## config.mk

```make
export PLATFORM = sky130hd
export DESIGN_NAME = cordic_cos_seq
export DESIGN_NICKNAME = d
export VERILOG_FILES = /design/src/rtl/cordic_cos_seq.sv
export SDC_FILE = /design/constraint.sdc
export NUM_CORES = 1
export LEC_CHECK = 0
export CAP_MARGIN = 20
export CORE_ASPECT_RATIO = 0.75
export CORE_MARGIN = 1.5
export CORE_UTILIZATION = 45
export CTS_CLUSTER_DIAMETER = 150
export DETAILED_ROUTE_END_ITERATION = 8
export PLACE_DENSITY_LB_ADDON = 0.1
export REMOVE_ABC_BUFFERS = 1
export SETUP_SLACK_MARGIN = 0.05
export SLEW_MARGIN = 40
export SYNTH_ARGS = -nofsm -noshare
export SYNTH_HDL_FRONTEND = slang
export SYNTH_SLANG_ARGS = --single-unit
```

## constraint.sdc

```tcl
create_clock -name clk -period 8.79 [get_ports clk]
set_input_delay 2.637 -clock clk [delete_from_list [all_inputs] [get_ports clk]]
set_output_delay 2.637 -clock clk [all_outputs]
set_load 0.03 [all_outputs]
```

## src/rtl/cordic_cos_seq.sv

```systemverilog
// Sequential CORDIC cosine: float radians in, Q2.30 cos out.
// One micro-rotation per enabled clock; x holds the cosine at the end.
module cordic_cos_seq #(
    parameter int ITERS = 30
) (
    input  logic        clk,
    input  logic        reset,
    input  logic        clk_en,
    input  logic        start,
    input  logic [31:0] dataa,
    output logic [31:0] result,
    output logic        done,
    output logic [31:0] theta
);

    typedef enum logic [1:0] {
        IDLE,
        ITER,
        DONE
    } state_t;

    localparam logic [31:0] K_INIT = 32'h26DD3B6A;
    localparam logic [4:0]  LAST   = 5'(ITERS - 1);

    state_t      state_q, state_d;
    logic [4:0]  i_q, i_d;
    logic [31:0] x_q, x_d;
    logic [31:0] y_q, y_d;
    logic [31:0] z_q, z_d;
    logic [31:0] res_q, res_d;
    logic [31:0] th_q, th_d;

    logic [31:0] conv;
    logic [31:0] xs, ys, at;
    logic [31:0] xn, yn, zn;

    // round(atan(2^-k) * 2^30); from k=10 on the value rounds to 2^(30-k)
    function automatic logic [31:0] atan_lut(input logic [4:0] k);
        logic [31:0] v;
        case (k)
            5'd0:    v = 32'h3243F6A9;
            5'd1:    v = 32'h1DAC6705;
            5'd2:    v = 32'h0FADBAFD;
            5'd3:    v = 32'h07F56EA7;
            5'd4:    v = 32'h03FEAB77;
            5'd5:    v = 32'h01FFD55C;
            5'd6:    v = 32'h00FFFAAB;
            5'd7:    v = 32'h007FFF55;
            5'd8:    v = 32'h003FFFEB;
            5'd9:    v = 32'h001FFFFD;
            default: v = (k <= 5'd29) ? (32'd1 << (5'd30 - k)) : 32'd0;
        endcase
        return v;
    endfunction

    function automatic logic [31:0] f2q(input logic [31:0] f);
        logic [7:0]  e;
        logic [31:0] m;
        logic [31:0] mag;
        e = f[30:23];
        m = {8'd0, 1'b1, f[22:0]};
        if (e < 8'd97)
            mag = 32'd0;
        else if (e < 8'd120)
            mag = m >> (8'd120 - e);
        else if (e < 8'd128)
            mag = m << (e - 8'd120);
        else
            mag = 32'h7FFFFFFF;
        return f[31] ? (32'd0 - mag) : mag;
    endfunction

    assign conv = f2q(dataa);
    assign xs   = $signed(x_q) >>> i_q;
    assign ys   = $signed(y_q) >>> i_q;
    assign at   = atan_lut(i_q);

    // z sign picks the rotation direction
    always_comb begin
        xn = x_q - ys;
        yn = y_q + xs;
        zn = z_q - at;
        if (z_q[31]) begin
            xn = x_q + ys;
            yn = y_q - xs;
            zn = z_q + at;
        end
    end

    always_comb begin
        state_d = state_q;
        i_d     = i_q;
        x_d     = x_q;
        y_d     = y_q;
        z_d     = z_q;
        res_d   = res_q;
        th_d    = th_q;
        unique case (state_q)
            IDLE: begin
                if (start) begin
                    state_d = ITER;
                    th_d    = conv;
                    z_d     = conv;
                    x_d     = K_INIT;
                    y_d     = 32'd0;
                    i_d     = 5'd0;
                end
            end
            ITER: begin
                x_d = xn;
                y_d = yn;
                z_d = zn;
                i_d = i_q + 5'd1;
                if (i_q == LAST) begin
                    state_d = DONE;
                    res_d   = xn;
                end
            end
            DONE: state_d = IDLE;
            default: state_d = IDLE;
        endcase
    end

    always_ff @(posedge clk or posedge reset) begin
        if (reset) begin
            state_q <= IDLE;
            i_q     <= 5'd0;
            x_q     <= 32'd0;
            y_q     <= 32'd0;
            z_q     <= 32'd0;
            res_q   <= 32'd0;
            th_q    <= 32'd0;
        end else if (clk_en) begin
            state_q <= state_d;
            i_q     <= i_d;
            x_q     <= x_d;
            y_q     <= y_d;
            z_q     <= z_d;
            res_q   <= res_d;
            th_q    <= th_d;
        end
    end

    assign result = res_q;
    assign theta  = th_q;
    assign done   = (state_q == DONE);

endmodule

```

Word level (Yosys, flattened, before mapping)
Index checks and enable logic that the tools add are counted.
- eq/ne operators: 14
- shifts and indexed selects: 5
- add/subtract/negate cells: 11
- bitwise logic cells: 0
- divide/modulo/power cells: 0
- muxes and demuxes: 20
- reductions and logical operators: 7
- multipliers: 0
- magnitude comparators: 4
- operators by type and width (operator ; number):
    $mux W32 ; 11
    $pmux W32 S10 ; 1
    $pmux W32 S2 ; 3
    $add A32 B32 Y32 ; 3
    $sub A32 B32 Y32 ; 3
    $sshr A32 B5 Y32 ; 2
    $shl A1 B5 Y32 const A ; 1
    $shl A24 B8 Y32 ; 1
    $shr A24 B8 Y32 ; 1
    $sub A1 B32 Y32 const A ; 1
    $eq A5 B3 Y1 const B ; 4
    $lt A8 B7 Y1 const B ; 2
    $reduce_and A3 Y1 ; 4
    $eq A5 B2 Y1 const B ; 2
    $eq A5 B4 Y1 const B ; 2
    $pmux W5 S2 ; 1
    $lt A8 B8 Y1 const B ; 1
    $sub A7 B8 Y8 const A ; 1
    $sub A8 B7 Y8 const B ; 1
    $add A5 B1 Y5 const B ; 1
    $eq A5 B1 Y1 const B ; 1
    $eq A5 B5 Y1 const B ; 1
    $le A5 B5 Y1 const B ; 1
    $logic_not A5 Y1 ; 1
    other kinds (9) ; 11
- RAM bits: 0
- register bits after elaboration: 167
- latch bits: 0
- output and inout bits: 65
- word-level logic and storage cells: 68
- memories kept: 0
- memory bits (read-only): 0
- input bits: 36

Depth between registers and ports, before layout
- word-level depth: 9
- depth in mapped cells: 31
- gate-level depth less buffers: 27

Least setup slack after synthesis
No wires, ideal clock.
- path type: in2reg
- start point: input port dataa[23]
- end point: register th_q[22] (netlist: theta[22])
- arrival time: 6968 ps
- setup time: 125 ps
- required time: 8665 ps
- stages: 15
- setup slack: 1697 ps
- path buffers: 4
- path through: buf_2 buf_2 inv_2 buf_1 ha_1 xnor2_1 clkbuf_1 a41oi_1 a221oi_1 ha_1 nand4b_1 or4_4 o41ai_2 xnor2_1 mux2_2
- word-level cells in the longest chain between the ends: 7
- elaborated cells on any way between the ends: 12
- those cells by class: add/sub (3); order compare (3); shift (2); mux (4)
- ends and longest elaborated chain (item ; RTL line ; RTL):
    start, declared ; 10 ; input logic [31:0] dataa,
    $sub A8 B7 Y8 ; 67 ; mag = m << (e - 8'd120);
    $shl A24 B8 Y32 ; 67 ;
    $mux W32 ; 66 ; else if (e < 8'd128)
    $mux W32 ; 64 ; else if (e < 8'd120)
    $mux W32 (*) ; 62 ; if (e < 8'd97)
    $sub A1 B32 Y32 ; 70 ; return f[31] ? (32'd0 - mag) : mag;
    $mux W32 (*) ; 70 ;
    end signal, assigned ; 140 ; th_q <= th_d;
    end, declared ; 31 ; logic [31:0] th_q, th_d;
Every way passes the cells marked *; elsewhere a longest branch is shown, timed or not.
A chain may end at the register's enable or synchronous reset.

Worst setup path in the final report
- start point: register i_q[0]
- end point: register z_q[31]
- word-level cells in the longest chain between the ends: 7
- elaborated cells on any way between the ends: 19
- those cells by class: add/sub (3); order compare (1); eq/ne (9); shift (1); mux (4); reduce/logical (1)
- ends and longest elaborated chain (item ; RTL line ; RTL):
    start, declared ; 26 ; logic [4:0] i_q, i_d;
    start signal, assigned ; 135 ; i_q <= i_d;
    $sub A5 B5 Y5 ; 51 ; default: v = (k <= 5'd29) ? (32'd1 << (5'd30 - k)) : 32'd0;
    $shl A1 B5 Y32 ; 51 ;
    $mux W32 ; 51 ;
    $pmux W32 S10 (*) ; 40 ; case (k)
    $sub A32 B32 Y32 / $add A32 B32 Y32 (equally long branches) ; 82, 86 ;
    $mux W32 (*) ; 83 ; if (z_q[31]) begin
    $pmux W32 S2 (*) ; 98 ; unique case (state_q)
    end signal, assigned ; 138 ; z_q <= z_d;
    end, declared ; 29 ; logic [31:0] z_q, z_d;
Marks and branches as above.

==> flow_summary.json <==
{
  "synth_seq_cells": 167,
  "synth_top_family_by_area": "compound AO/OA/AOI/OAI gates",
  "hp-class": "flop to flop",
  "crit_slowest_cell": "ha_1",
  "cts_tree": "built",
  "crit_arrival_ps": 7910,
  "worstRegToRegCells": 23,
  "antenna_found_initial": 0,
  "tightest_slew_ps": 889,
  "maxSlewViolCount": 0,
  "slew_headroom_pct": 39.0,
  "grt_pass1_wl_mm": 137,
  "syn_area_mm2": 0.0223,
  "cts_root_buf": "clkbuf_16",
  "rsz0062_at_grt": "false",
  "cts_resized": 0,
  "end_kind": "flop",
  "antenna_left": 0,
  "postSynthAreaPerCell_um2": 8.08,
  "core-area_mm2": 0.0489,
  "cts_made_buffers": 17,
  "drt_iter0_markers": 3109,
  "areaGrowthSynthToFinish_pct": 9.99,
  "viasPerCell": 6.78,
  "holdPathEnd": "result[24]",
  "num_io_pins": 101,
  "r2r_slack_ps": 1200,
  "finalCoreUtilization_pct": 50.2,
  "grt_max_degree": 111,
  "met1_usage_pct": 58.7,
  "io_buffer_count": 100,
  "layout_common_cells": "328 x nand2_1, 222 x a21oi_1, 211 x nor2_1, 184 x o21ai_0, 160 x dfrtp_1",
  "ys_warn_count": 0,
  "status": "finished clean",
  "crit_family": "compound AO/OA/AOI/OAI gates",
  "muxShareOfSynthArea_pct": 16.5,
  "antennaDiodeCount": 0,
  "grt_pass1_vias": 21300,
  "setup_viol": 0,
  "firstDrtPassIters": 5,
  "synth_edf_count": 0,
  "cts_sinks": 167,
  "use_met2_pct": 43.6,
  "dpl.hpwl_mm": 69.7,
  "hold_depth": 2,
  "fin_nets": 2915,
  "synth_compound_area_share_pct": 26.3,
  "yosysSeqAreaShare_pct": 18.7,
  "crit_path_frequent_cell": "o21ai_0",
  "clk_pin_slew_worst_paths_ps": 80,
  "period_share_pct": 86.3,
  "max_stage_delay_ps": 750,
  "grt_use_met3_pct": 9.52,
  "initial_utilization_pct": 45.6,
  "async_flop_share_pct": 100,
  "clk-insertion-delay-late_ps": 480,
  "fin_ws_ps": 1200,
  "drive_gt1_share_pct": 11.2,
  "cts-htree-levels": 4,
  "die_w_um": 260,
  "synthSimpleGateAreaFrac_pct": 19.6,
  "worst-path-buf-inv": 1,
  "synthAdderAreaFrac_pct": 6.61,
  "cts_setup_buffers": 0,
  "critPathRequiredTime_ps": 9110,
  "grt_overflow": 0,
  "grt_usage_pct": 35.2,
  "fin_skew_ps": 14.5,
  "hold_violations": 0,
  "cts.path.max_buffers": 2,
  "die_height_um": 196,
  "busiest_layer": "met1",
  "vias": 23200,
  "worstSetupPathType": "flop to flop",
  "path_cells": "inv_2, ha_1, nor2b_1, o21ai_0, nor2_1, o21ai_0, o22ai_1, or3b_2, nor2_1, nor2_1, xnor2_1, ha_1, a211o_1, or3_1, o22a_1, o21a_1, a31oi_1, o21ai_0, a221oi_1, o21ai_0, a31oi_1, xor2_1, a221oi_1",
  "drc": 0,
  "synthDistinctLibCells": 98,
  "reg2reg_to": "z_q[31]",
  "min_from": "result[24]",
  "syn_inst": 2759,
  "postCtsHoldBufs": 0,
  "place_congestion": 1.01,
  "max_freq_ghz": 0.132,
  "num_rows": 70,
  "maxCapViolCount": 0,
  "post-place-ws_ps": 1040,
  "r2r_start": "i_q[0]",
  "tns_ps": 0,
  "fill_cells": 4747,
  "layout_commonest_cell": "nand2_1",
  "critPathLaunchType": "flop",
  "die_area_mm2": 0.0509,
  "post_synth_xor_area_fraction_pct": 7.81,
  "drt-total-wl_mm": 90.2,
  "ys.flop_type": "dfrtp_1",
  "wire_per_inst_um": 26.3,
  "fin_crit_ps": 7590,
  "timing.hold.ws_ps": 483,
  "crit_path_max_fanout": 21
}
==> sequential cells by signal (all words and copies together) (netlist names) <==
register  flops
z_q          32
y_q          32
i_q           5
x_q          32
theta        32
result       32
state_q       2
==> stage by stage <==
step / cells / cell area, um^2
2_1_floorplan: 2584 / 21500
3_3_place_gp: 3388 / 23800
5_1_grt: 3424 / 24500
4_1_cts: 3422 / 24400
6_report: 3424 / 24500
3_5_place_dp: 3390 / 23900
==> how the worst max path moves through the flow <==
stage | to | from | cells past startpoint | slack, ps
3_3_place_gp | theta[23] | dataa[26] | 14 | 1160
3_5_place_dp | z_q[25] | dataa[26] | 13 | 1040
5_1_grt | z_q[31] | i_q[0] | 24 | 870
4_1_cts | z_q[31] | i_q[2] | 23 | 1210
2_1_floorplan | z_q[31] | i_q[1] | 23 | 40
6_report | z_q[31] | i_q[0] | 23 | 1200
==> worst register-to-register path: stages, from the launching register on <==
cell	delay, ps
dfrtp_2	560
inv_2	500
ha_1	750
nor2b_1	380
o21ai_0	180
nor2_1	310
o21ai_0	250
o22ai_1	460
or3b_2	560
nor2_1	140
nor2_1	60
xnor2_1	160
ha_1	360
a211o_1	290
or3_1	300
o22a_1	180
o21a_1	150
a31oi_1	380
o21ai_0	220
a221oi_1	430
o21ai_0	220
a31oi_1	240
xor2_1	220
a221oi_1	110
==> synth_stat cells (17+ instances only) <==
cell | instances | area (um^2)
or2_2 | 19 | 119
mux2i_1 | 109 | 1090
dfrtp_1 | 167 | 4180
buf_1 | 33 | 124
nor2b_1 | 29 | 181
o22ai_1 | 31 | 194
nand4_1 | 17 | 106
nand2b_1 | 38 | 238
o31ai_1 | 21 | 158
a21o_1 | 44 | 330
o211ai_1 | 23 | 173
o22a_1 | 17 | 149
a211oi_1 | 34 | 255
and2_1 | 37 | 231
xnor2_1 | 124 | 1090
o21bai_1 | 22 | 165
ha_1 | 113 | 1410
a21oi_1 | 222 | 1110
clkbuf_1 | 103 | 387
o21ai_0 | 185 | 926
nor2_1 | 213 | 800
a221oi_1 | 17 | 149
xor2_1 | 73 | 639
nor3_1 | 42 | 210
nand2_1 | 330 | 1240
buf_2 | 28 | 140
o21a_1 | 31 | 233
a31oi_1 | 54 | 338
nand3_1 | 63 | 315
or3_1 | 26 | 163
mux4_2 | 92 | 2070
a22o_1 | 22 | 193
inv_1 | 50 | 188
mux2_2 | 44 | 495
and3_1 | 26 | 163
==> cells by family (layout without fill, tap and decap cells) <==
kind of cell,count (synthesis),count (layout)
buffers and inverters,233,250
XOR/XNOR,198,198
AND/OR/NAND/NOR,912,912
adder cells (fa/ha/maj),116,116
AO/OA/AOI/OAI,887,887
flip-flops,167,167
multiplexers,246,246
==> routing by layer <==
layer / vias to the layer above / wire (um)
met3: 72 / 11100
met5: - / 0
li1: 10400 / -
met1: 11500 / 44900
met4: 0 / 993
met2: 1295 / 33200
==> cell type report <==
type                    instances  area [um^2]  area share (%)
flip-flops and latches        167         4190            17.1
repair buffers                160         1500            6.11
clock buffers                  19          443            1.81
multi-input cells            2359        17200            70.2
inverters                      58          230           0.939
clock inverters                13          130           0.531
well taps                     648          811            3.31
Power is not shown: default switching activity piles up to over one toggle a cycle in this logic, so the estimate is an artifact.
